## config.mk

```make
export PLATFORM = sky130hd
export DESIGN_NAME = obi_data_if_arbiter
export DESIGN_NICKNAME = d
export VERILOG_FILES = /design/src/rtl/obi_data_if_arbiter.sv
export SDC_FILE = /design/constraint.sdc
export NUM_CORES = 1
export LEC_CHECK = 0
export ABC_AREA = 1
export CAP_MARGIN = 20
export CORE_AREA = 2 2 122 124
export DETAILED_ROUTE_END_ITERATION = 16
export DIE_AREA = 0 0 124 126
export SYNTH_ARGS = -nofsm -noshare
export SYNTH_HDL_FRONTEND = slang
export SYNTH_SLANG_ARGS = --single-unit
```

## constraint.sdc

```tcl
create_clock -name clk_i -period 3.71 [get_ports clk_i]
set_clock_uncertainty 0.2 [all_clocks]
set_input_delay 0.371 -clock clk_i [delete_from_list [all_inputs] [get_ports clk_i]]
set_output_delay 0.371 -clock clk_i [all_outputs]
set_load 0.01 [all_outputs]
```

## src/rtl/obi_data_if_arbiter.sv

```systemverilog
// Round-robin arbiter sharing one OBI data manager port among NumIfs core data interfaces.
// Holds an ungranted request stable and routes in-order responses back through a small FIFO.
module obi_data_if_arbiter #(
  parameter int unsigned NumIfs         = 2,
  parameter int unsigned MaxOutstanding = 2
) (
  input  logic                                 clk_i,
  input  logic                                 rst_i,
  input  logic [NumIfs-1:0]                    s_req_i,
  input  logic [NumIfs-1:0]                    s_we_i,
  input  logic [NumIfs*4-1:0]                  s_be_i,
  input  logic [NumIfs*32-1:0]                 s_addr_i,
  input  logic [NumIfs*32-1:0]                 s_wdata_i,
  output logic [NumIfs-1:0]                    s_gnt_o,
  output logic [NumIfs-1:0]                    s_rvalid_o,
  output logic [NumIfs*32-1:0]                 s_rdata_o,
  output logic                                 m_req_o,
  output logic                                 m_we_o,
  output logic [3:0]                           m_be_o,
  output logic [31:0]                          m_addr_o,
  output logic [31:0]                          m_wdata_o,
  input  logic                                 m_gnt_i,
  input  logic                                 m_rvalid_i,
  input  logic [31:0]                          m_rdata_i,
  output logic [$clog2(MaxOutstanding+1)-1:0]  outstanding_o,
  output logic                                 err_o
);

  localparam int unsigned IdxW = (NumIfs > 1) ? $clog2(NumIfs) : 1;
  localparam int unsigned PtrW = (MaxOutstanding > 1) ? $clog2(MaxOutstanding) : 1;
  localparam int unsigned CntW = $clog2(MaxOutstanding + 1);

  logic [IdxW-1:0] rr_q, rr_d;
  logic [IdxW-1:0] lock_idx_q, lock_idx_d;
  logic            lock_q, lock_d;
  logic            err_q, err_d;
  logic [IdxW-1:0] fifo_q [MaxOutstanding];
  logic [PtrW-1:0] wptr_q, wptr_d, rptr_q, rptr_d;
  logic [CntW-1:0] cnt_q, cnt_d;

  logic [IdxW-1:0] sel, head;
  logic            sel_valid, full, empty, hs, pop;
  int unsigned     idx;

  // Scan downwards so the last hit is the first requester at or after rr_q.
  always_comb begin
    sel       = lock_idx_q;
    sel_valid = lock_q;
    idx       = 0;
    if (!lock_q) begin
      sel = '0;
      for (int unsigned k = 0; k < NumIfs; k++) begin
        idx = 32'(rr_q) + (NumIfs - 1 - k);
        if (idx >= NumIfs) idx = idx - NumIfs;
        if (s_req_i[IdxW'(idx)]) begin
          sel       = IdxW'(idx);
          sel_valid = 1'b1;
        end
      end
    end
  end

  assign full  = (32'(cnt_q) == MaxOutstanding);
  assign empty = (cnt_q == '0);
  assign head  = fifo_q[rptr_q];

  assign m_req_o   = ((|s_req_i) | lock_q) & ~full;
  assign m_we_o    = sel_valid & s_we_i[sel];
  assign m_be_o    = sel_valid ? s_be_i[32'(sel)*4 +: 4] : '0;
  assign m_addr_o  = sel_valid ? s_addr_i[32'(sel)*32 +: 32] : '0;
  assign m_wdata_o = sel_valid ? s_wdata_i[32'(sel)*32 +: 32] : '0;

  assign hs  = m_req_o & m_gnt_i;
  assign pop = m_rvalid_i & ~empty;

  assign s_rdata_o     = {NumIfs{m_rdata_i}};
  assign outstanding_o = cnt_q;
  assign err_o         = err_q;

  always_comb begin
    s_gnt_o    = '0;
    s_rvalid_o = '0;
    if (hs)  s_gnt_o[sel]     = 1'b1;
    if (pop) s_rvalid_o[head] = 1'b1;
  end

  always_comb begin
    rr_d       = rr_q;
    lock_d     = lock_q;
    lock_idx_d = lock_idx_q;
    wptr_d     = wptr_q;
    rptr_d     = rptr_q;
    cnt_d      = cnt_q;
    err_d      = err_q | (m_rvalid_i & empty);
    if (hs) begin
      rr_d   = (32'(sel) == NumIfs - 1) ? '0 : sel + 1'b1;
      lock_d = 1'b0;
      wptr_d = (32'(wptr_q) == MaxOutstanding - 1) ? '0 : wptr_q + 1'b1;
    end else if (m_req_o) begin
      lock_d     = 1'b1;
      lock_idx_d = sel;
    end
    if (pop) begin
      rptr_d = (32'(rptr_q) == MaxOutstanding - 1) ? '0 : rptr_q + 1'b1;
    end
    unique case ({hs, pop})
      2'b10:   cnt_d = cnt_q + 1'b1;
      2'b01:   cnt_d = cnt_q - 1'b1;
      default: cnt_d = cnt_q;
    endcase
  end

  always_ff @(posedge clk_i) begin
    if (rst_i) begin
      rr_q       <= '0;
      lock_q     <= 1'b0;
      lock_idx_q <= '0;
      wptr_q     <= '0;
      rptr_q     <= '0;
      cnt_q      <= '0;
      err_q      <= 1'b0;
    end else begin
      rr_q       <= rr_d;
      lock_q     <= lock_d;
      lock_idx_q <= lock_idx_d;
      wptr_q     <= wptr_d;
      rptr_q     <= rptr_d;
      cnt_q      <= cnt_d;
      err_q      <= err_d;
    end
  end

  // Entries need no reset: only slots between rptr and wptr are ever read.
  always_ff @(posedge clk_i) begin
    if (!rst_i && hs) fifo_q[wptr_q] <= sel;
  end

endmodule

```

# Yosys cells after proc, flatten, opt, wreduce, memory -nomap -nowiden
# Memories as Yosys holds them, arrays and structs flattened. A register that Yosys moved wholly into a read port is not among the register bits.
# Index checks and enable logic that the tools add are counted.
[word_totals] out_inout_bits=141 register_bits=8 in_bits=176 mem_bits_rw=2 memories=1
[op_classes] bitwise_logic=10 magnitude_cmp=8 reduce_logical=9 shift=3 n_addsub=8 mux=33 eq_ne=3
[mem_list] name="fifo_q" words=2 width=1 rd=1 rd_ports_with_merged_regs=1 write_ports=1 line_no="37" rtl="logic [IdxW-1:0] fifo_q [MaxOutstanding];"
[op_table] operator="variable part select 64 x 7 -> 32 bit" count=2
[op_table] operator="2-to-1 mux 32 bit" count=2
[op_table] operator="2-to-1 mux 1 bit" count=25
[op_table] operator="< comparator 1 x 2 -> 1 bit, second input constant" count=4
[op_table] operator="variable part select 8 x 4 -> 4 bit" count=1
[op_table] operator="AND 1 bit" count=5
[op_table] operator="equality test 2 bit, second input constant" count=2
[op_table] operator="2-to-1 mux 2 bit" count=2
[op_table] operator="2-to-1 mux 4 bit" count=1
[op_table] operator="case mux 2 bit (2 select lines)" count=1
[op_table] operator="OR reduction 2 bit" count=2
[op_table] operator="adder 1 bit, second input constant" count=3
[op_table] operator="logical AND 1 bit" count=3
[op_table] operator="inverter 1 bit" count=3
[op_table] operator="adder 1 x 1 -> 2 bit, second input constant" count=1
[op_table] operator="adder 2 x 1 -> 2 bit, second input constant" count=1
[op_table] operator="demux 1 bit (select 1 bit)" count=2
[op_table] operator="equality test 2 x 1 -> 1 bit, second input constant" count=1
[op_table] operator="greater-or-equal comparator 1 bit, second input constant" count=2
[op_table] operator="greater-or-equal comparator 1 x 2 -> 1 bit, second input constant" count=1
[op_table] operator="greater-or-equal comparator 2 bit, second input constant" count=1
[op_table] operator="logical NOT 2 bit" count=1
[op_table] operator="bitwise OR 1 bit" count=2
[op_table] operator="AND reduction 2 bit" count=1
[op_table] operator="other kinds (4)" count=5

# Logic depth before layout (Yosys ltp)
# Gate-level depths: netlist of the first run.
[depth] word_depth=14 mapped_depth=8 depth_no_buf=8

# Least setup slack after synthesis of the first run
# Ideal clock, no wire load.
[synth_timing] kind="flip-flop to flip-flop" startpoint="register cnt_q[0] (netlist: outstanding_o[0])" endpoint="register cnt_q[1] (netlist: outstanding_o[1])" period_less_slack_ps=1816 path_stages_with_launch=7 setup_ps=115 t_arrival_ps=1501 setup_slack_ps=1894 path_cell_list="dfxtp_1 -> o21ai_0 -> inv_1 -> ha_1 -> or2_2 -> a31oi_1 -> nor2_1"
[synth_rtl] element="start: declaration" line_no="39" rtl="logic [CntW-1:0] cnt_q, cnt_d;"
[synth_rtl] element="start signal: assignment" line_no="128" rtl="cnt_q <= cnt_d;"
[synth_rtl] element="logical NOT 2 bit (*)" line_no="64" rtl="assign empty = (cnt_q == '0);"
[synth_rtl] element="inverter 1 bit (*)" line_no="74" rtl="assign pop = m_rvalid_i & ~empty;"
[synth_rtl] element="AND 1 bit (*)" line_no="74"
[synth_rtl] element="net pop" line_no="42" rtl="logic sel_valid, full, empty, hs, pop;"
[synth_rtl] element="equality test 2 x 1 -> 1 bit / equality test 2 bit (equally long branches)" line_no="106" rtl="unique case ({hs, pop})"
[synth_rtl] element="case mux 2 bit (2 select lines) / nonzero test 2 bit (equally long branches)"
# The timed path passes the listed nets; every way through them passes the cells marked *.
# A chain may end at the register's enable or synchronous reset.

# Worst setup path after layout of the first run
[layout_timing] startpoint="input s_req_i[0]" endpoint="output s_gnt_o[1]"
[layout_via] elab_chain_cells=10
[layout_rtl] element="start: declaration" line_no="9" rtl="input logic [NumIfs-1:0] s_req_i,"
[layout_rtl] element="2-to-1 mux 1 bit (not written as such) (2 in series)" line_no="55" rtl="if (s_req_i[IdxW'(idx)]) begin"
[layout_rtl] element="2-to-1 mux 1 bit (2 in series)" line_no="55"
[layout_rtl] element="2-to-1 mux 1 bit" line_no="50" rtl="if (!lock_q) begin"
[layout_rtl] element="< comparator 1 x 2 -> 1 bit (not written as such) / greater-or-equal comparator 1 bit (equally long branches)" line_no="83" rtl="if (hs) s_gnt_o[sel] = 1'b1;"
[layout_rtl] element="logical AND 1 bit (not written as such)" line_no="83"
[layout_rtl] element="2-to-1 mux 1 bit (not written as such)" line_no="83"
[layout_rtl] element="demux 1 bit (select 1 bit)" line_no="83"
[layout_rtl] element="2-to-1 mux 2 bit (*)" line_no="83"
[layout_rtl] element="end: declaration" line_no="14" rtl="output logic [NumIfs-1:0] s_gnt_o,"
# Mark *: on every way between the ends. The rest lies on a longest branch, timed or not. The select of a mux whose other input is x is not followed.

==> results.cfg, run 1 <==
[timing]
max_freq_mhz = 339.0
maxSlewHeadroom_pct = 56.49
fin_crit_sh_pct = 79.52
timing_hold_violations_final = 0
setup_violations = 0
grt_setup_unrepaired = false
tightest_slew_ps = 645.8
finalCriticalPeriod_ps = 2950
setup_slack_ps = 759.8
hold_slack_ps = 269.5
slew_violations = 0
fin_setup_tns_ps = 0

[drt]
drt-wirelength-per-cell_um = 12.88
vias = 3091
drt_iter0_drc = 111
drc_errors = 0
dr.pass1.iters = 5
drt_wl_total_mm = 9.844
vias_per_cell = 4.046
antenna_left = 0

[clock_tree]
post-cts-setup-buffers = 0
postCtsResizedCells = 0
cts_root_buffer = clkbuf_16
numClockSinks = 11
cts.path.max_buffers = 2
cts_tree = yes
cts_buffers = 3
cts.hold.buffers_added = 0
clkTransAtPathRegs_ps = 40
clock_latency_ps = 240
htree_levels = 1

[global_route]
antenna_found_initial = 0
grtUsageMet2_pct = 18.71
met3_usage_pct = 4.121
grt_pass1_wl_mm = 14.95
grt_usage_pct = 11.73
grt_pass1_vias = 2950
grt_max_degree = 71
busiest_layer = met2
overflow = 0
use_met1_pct = 14.94

[critical_path]
crit_top_cell = clkdlybuf4s50_1
cpMaxStageDelayCell = clkdlybuf4s50_1
required_ps = 3140
worstPathArrival_ps = 2380
crit_type = input pin to primary output
end_kind = primary output
cp-start-kind = input pin
slowest_delay_ps = 550
crit_family = buffers and inverters
path_cells = clkdlybuf4s50_1, nor2_1, nand2_2, buf_4, nand3_1, nor2_2, clkdlybuf4s50_1
crit_fanout = 41
path_buf_inv = 3

[floorplanning]
dieHeight_um = 126
start_util_pct = 17.20
top_level_ports = 317
die_width_um = 124
die-area_mm2 = 0.01562
rows = 44
core_mm2 = 0.01431

[synth]
dominantRegCellSynth = dfxtp_1
syn_nets = 618
yosysWarnings = 0
avgSynthCellArea_um2 = 5.584
synth_area_mm2 = 0.002462
synthCells = 441
synthArstFlopShare_pct = 0
ys_seq_elements = 11
yosysUniqueCellTypes = 21
synth-seq-area-share_pct = 9.756
synth_edf_count = 2

[finish]
syn_to_final_growth_pct = 78.30
n_antenna_cell = 0
drive_gt1_share_pct = 2.931
final_common_cell = clkdlybuf4s50_1
final_core_util_pct = 30.67
multi_input_area_mm2 = 0.001521
fillers = 1565
layout.nets = 758
layout_common_cells = 220 x clkdlybuf4s50_1, 153 x nor2_1, 80 x nand2_1, 69 x nand3b_1, 13 x inv_1
regArea_um2 = 240.2
finalInstanceArea_mm2 = 0.004390

[placement]
gp_congestion = 0.7396
port_buffers = 220
postPlaceCellArea_mm2 = 0.004312
pre_cts_ws_ps = 735.8
hpwl_mm = 7.554

[pwr]
max-vdd-ir-drop_mv = 0.1972
power_density_mw_per_mm2 = 294.9
p_leak_nw = 1.970

[run_status]
status = completed

[hold_path]
worst_hold_path_type = flop to flop

[job]
cap_violations = 0
==> final timing paths <==
kind	from	endpoint	slack (ps)	cells past startpoint
worst max-delay path	s_req_i[0]	s_gnt_o[1]	760	7
worst min-delay path	err_o$_SDFF_PP0_	err_o$_SDFF_PP0_	270	2
worst max register to register	lock_q$_SDFFE_PP0N_	outstanding_o[1]$_SDFFE_PP0P_	1450	8
worst min register to register	err_o$_SDFF_PP0_	err_o$_SDFF_PP0_	270	2
==> worst min-delay path, cell delays in order (launching register included) <==
cell and delay [ps]:
dfxtp_1 320, a21oi_1 40, nor2_1 70
==> kinds of logic after synthesis <==
group           after synthesis  share of synthesized area [%]
compound gates               10                          2.083
fa+ha+maj                     1                         0.5080
buf+inv                     106                          28.46
flops                        11                          9.756
simple gates                313                          59.20
==> state kept, by name (all words and copies together), names as in the netlist, named ones only <==
name,flops
rr_q,1
rptr_q,1
lock_idx_q,1
lock_q,1
fifo_q,2
wptr_q,1
outstanding_o,2
err_o,1
==> cell type report <==
| type | instances | share of cell area, % |
|---|---|---|
| timing repair buffer | 227 | 51.64 |
| clock buffer | 4 | 1.795 |
| multi-input combinational | 324 | 34.65 |
| tap | 184 | 5.244 |
| sequential | 11 | 5.472 |
| inverter | 14 | 1.197 |
==> synth_stat cells (2+ instances only) <==
master / n / share of area (%)
nor2_1: 153 / 23
a21oi_1: 4 / 0.81
buf_6: 2 / 0.91
nand2_2: 4 / 1.0
buf_4: 73 / 22
buf_1: 6 / 0.91
dfxtp_1: 9 / 7.3
inv_1: 13 / 2.0
edfxtp_1: 2 / 2.4
nand2_1: 80 / 12
nand3b_1: 69 / 21
nand4_1: 2 / 0.51
buf_2: 11 / 2.2
nand3_1: 3 / 0.61
o21ai_0: 4 / 0.81
==> through the flow <==
stage          power [mW]  std cells
2_1_floorplan      0.6667        441
3_3_place_gp        1.103        760
3_5_place_dp        1.101        760
4_1_cts             1.308        764
5_1_grt             1.407        764
6_report            1.295        764
==> power breakdown <==
group | switching [mW] | internal [mW]
clock | 0.0541 | 0.144
combinational | 0.415 | 0.515
sequential | 0.0203 | 0.146
total | 0.489 | 0.805
==> routing by layer <==
| metal | share of wire (%) | vias up |
|---|---|---|
| li1 | - | 1588 |
| met1 | 44 | 1317 |
| met2 | 43 | 154 |
| met3 | 11 | 32 |
| met4 | 2.5 | 0 |
| met5 | 0 | - |
No activity file was read; power rests on OpenSTA's default activity.
==> run 2: changes to the inputs <==
--- a/config.mk
+++ b/config.mk
@@ -7,9 +7,9 @@
 export LEC_CHECK = 0
 export ABC_AREA = 1
 export CAP_MARGIN = 20
-export CORE_AREA = 2 2 122 124
+export CORE_AREA = 2 2 123 125
 export DETAILED_ROUTE_END_ITERATION = 16
-export DIE_AREA = 0 0 124 126
+export DIE_AREA = 0 0 125 127
 export SYNTH_ARGS = -nofsm -noshare
 export SYNTH_HDL_FRONTEND = slang
 export SYNTH_SLANG_ARGS = --single-unit
==> constraint.sdc (replaced) <==
create_clock -name clk_i -period 3.1 [get_ports clk_i]
set_clock_uncertainty 0.2 [all_clocks]
set_input_delay 0.31 -clock clk_i [delete_from_list [all_inputs] [get_ports clk_i]]
set_output_delay 0.31 -clock clk_i [all_outputs]
set_load 0.01 [all_outputs]
==> run 2 against run 1 <==
Sequential power increased by 20%. Register-to-register slack got worse by 440 ps. Combinational power increased by 19%. Flip-flop and latch count unchanged. Wire length decreased by 1.4%. Design area increased by 0.46%. Setup slack got worse by 360 ps. Via count decreased by 2.5%. Clock power increased by 19%. Non-clock buffer count increased by 1. Core utilization decreased by 0.095 points.
==> results.cfg, run 2 (synthesis results as in run 1) <==
[critical_path]
crit_type = input pin to primary output
worstPathArrival_ps = 2190
required_ps = 2590
cp-start-kind = input pin
r2r_slack_ps = 1010
crit_fanout = 27
end_kind = primary output
r2r_cells = 8
rr_startpoint = lock_q$_SDFFE_PP0N_
r2r-end = outstanding_o[1]$_SDFFE_PP0P_

[clock_tree]
numClockSinks = 11
clkTransAtPathRegs_ps = 40
postCtsResizedCells = 0
cts_root_buffer = clkbuf_16
cts.hold.buffers_added = 0
post-cts-setup-buffers = 0
cts.path.max_buffers = 2
clock_latency_ps = 240
htree_levels = 1
cts_buffers = 3
cts_tree = yes

[global_route]
grt_usage_pct = 11.24
grt_max_degree = 70
antenna_found_initial = 0
overflow = 0
grt_pass1_wl_mm = 15.03
grt_pass1_vias = 2915

[hold_path]
worst_hold_path_type = flop to flop
hold_path.startpoint = rptr_q$_SDFFE_PP0P_
worstHoldPathCells = 2

[timing]
timing_hold_violations_final = 0
tightest_slew_ps = 638.6
setup_slack_ps = 402.0
finalCriticalPeriod_ps = 2698
setup_violations = 0
fin_crit_sh_pct = 87.03
grt_setup_unrepaired = false
hold_slack_ps = 280.2
fin_setup_tns_ps = 0
maxSlewHeadroom_pct = 56.98
slew_violations = 0
max_freq_mhz = 370.7

[job]
cap_violations = 0

[finish]
final_core_util_pct = 30.58
layout_common_cells = 220 x clkdlybuf4s50_1, 153 x nor2_1, 80 x nand2_1, 69 x nand3b_1, 13 x inv_1
syn_to_final_growth_pct = 79.12
n_antenna_cell = 0
final_common_cell = clkdlybuf4s50_1
finalInstanceArea_mm2 = 0.004410
layout.nets = 759
stdcell_count = 765
drive_gt1_share_pct = 3.098

[drt]
drc_errors = 0
drt_wl_total_mm = 9.708
antenna_left = 0
vias = 3015
drt-wirelength-per-cell_um = 12.69
drt_iter0_drc = 114
vias_per_cell = 3.941
dr.pass1.iters = 7

[placement]
dpl.cell_count = 761
hpwl_mm = 7.690
gp_congestion = 0.7731
pre_cts_ws_ps = 397.1
postPlaceCellArea_mm2 = 0.004332
port_buffers = 220

[pwr]
p_leak_nw = 1.980
p_switching_mw = 0.5740
max-vdd-ir-drop_mv = 0.4360
pwr-share-seq_pct = 12.9
p_int_mw = 0.9682
power_density_mw_per_mm2 = 349.7
p_total_mw = 1.542
power.switching_fraction_pct = 37.22
pwr-share-comb_pct = 71.9
clockPowerShare_pct = 15.2

[floorplanning]
rows = 44
start_util_pct = 17.07
die-area_mm2 = 0.01588
top_level_ports = 317
die_width_um = 125
core_mm2 = 0.01442
dieHeight_um = 127

[run_status]
status = completed
run 2: cell count changes in the layout (fill, tap and decap cells not counted), sizes merged:
cell / delta
buf: +1
run 2: how the worst max path moves through the flow:
stage	from	endpoint	cells past startpoint
6_report	s_req_i[0]	m_addr_o[12]	9
5_1_grt	s_req_i[1]	m_addr_o[13]	10
4_1_cts	s_req_i[0]	m_addr_o[9]	9
3_5_place_dp	s_req_i[0]	m_addr_o[9]	9
3_3_place_gp	s_req_i[0]	m_addr_o[9]	9
2_1_floorplan	outstanding_o[0]$_SDFFE_PP0P_	outstanding_o[1]$_SDFFE_PP0P_	6
run 2: power groups by stage:
stage	Clock [mW]	Sequential [mW]	Combinational [mW]
3_3_place_gp	0	0.201	1.12
4_1_cts	0.240	0.199	1.12
2_1_floorplan	0	0.201	0.597
6_report	0.235	0.199	1.11
3_5_place_dp	0	0.201	1.12
5_1_grt	0.249	0.202	1.22
run 2: layout make-up:
type                            instances  area, um2
Fill cell                            1597      10010
Clock buffer                            4      78.83
Tap cell                              184      230.2
Inverter                               14      52.55
Sequential cell                        11      240.2
Multi-Input combinational cell        324       1521
Timing Repair Buffer                  228       2287
run 2: layer usage:
metal  global-route usage (%)  share of wire [%]  up-vias
li1                         -                  -     1589
met1                    13.34                 41     1248
met2                    18.93                 45      147
met3                    4.355                 11       31
met4                    3.268                3.1        0
met5                        0                  0        -
run 2: critical path: stages:
cell,delay (ps)
clkdlybuf4s50_1,470
nand2_1,60
nand2_2,100
nand2_2,90
inv_2,70
buf_4,280
nor2_1,70
nor2_1,140
clkdlybuf4s50_1,550
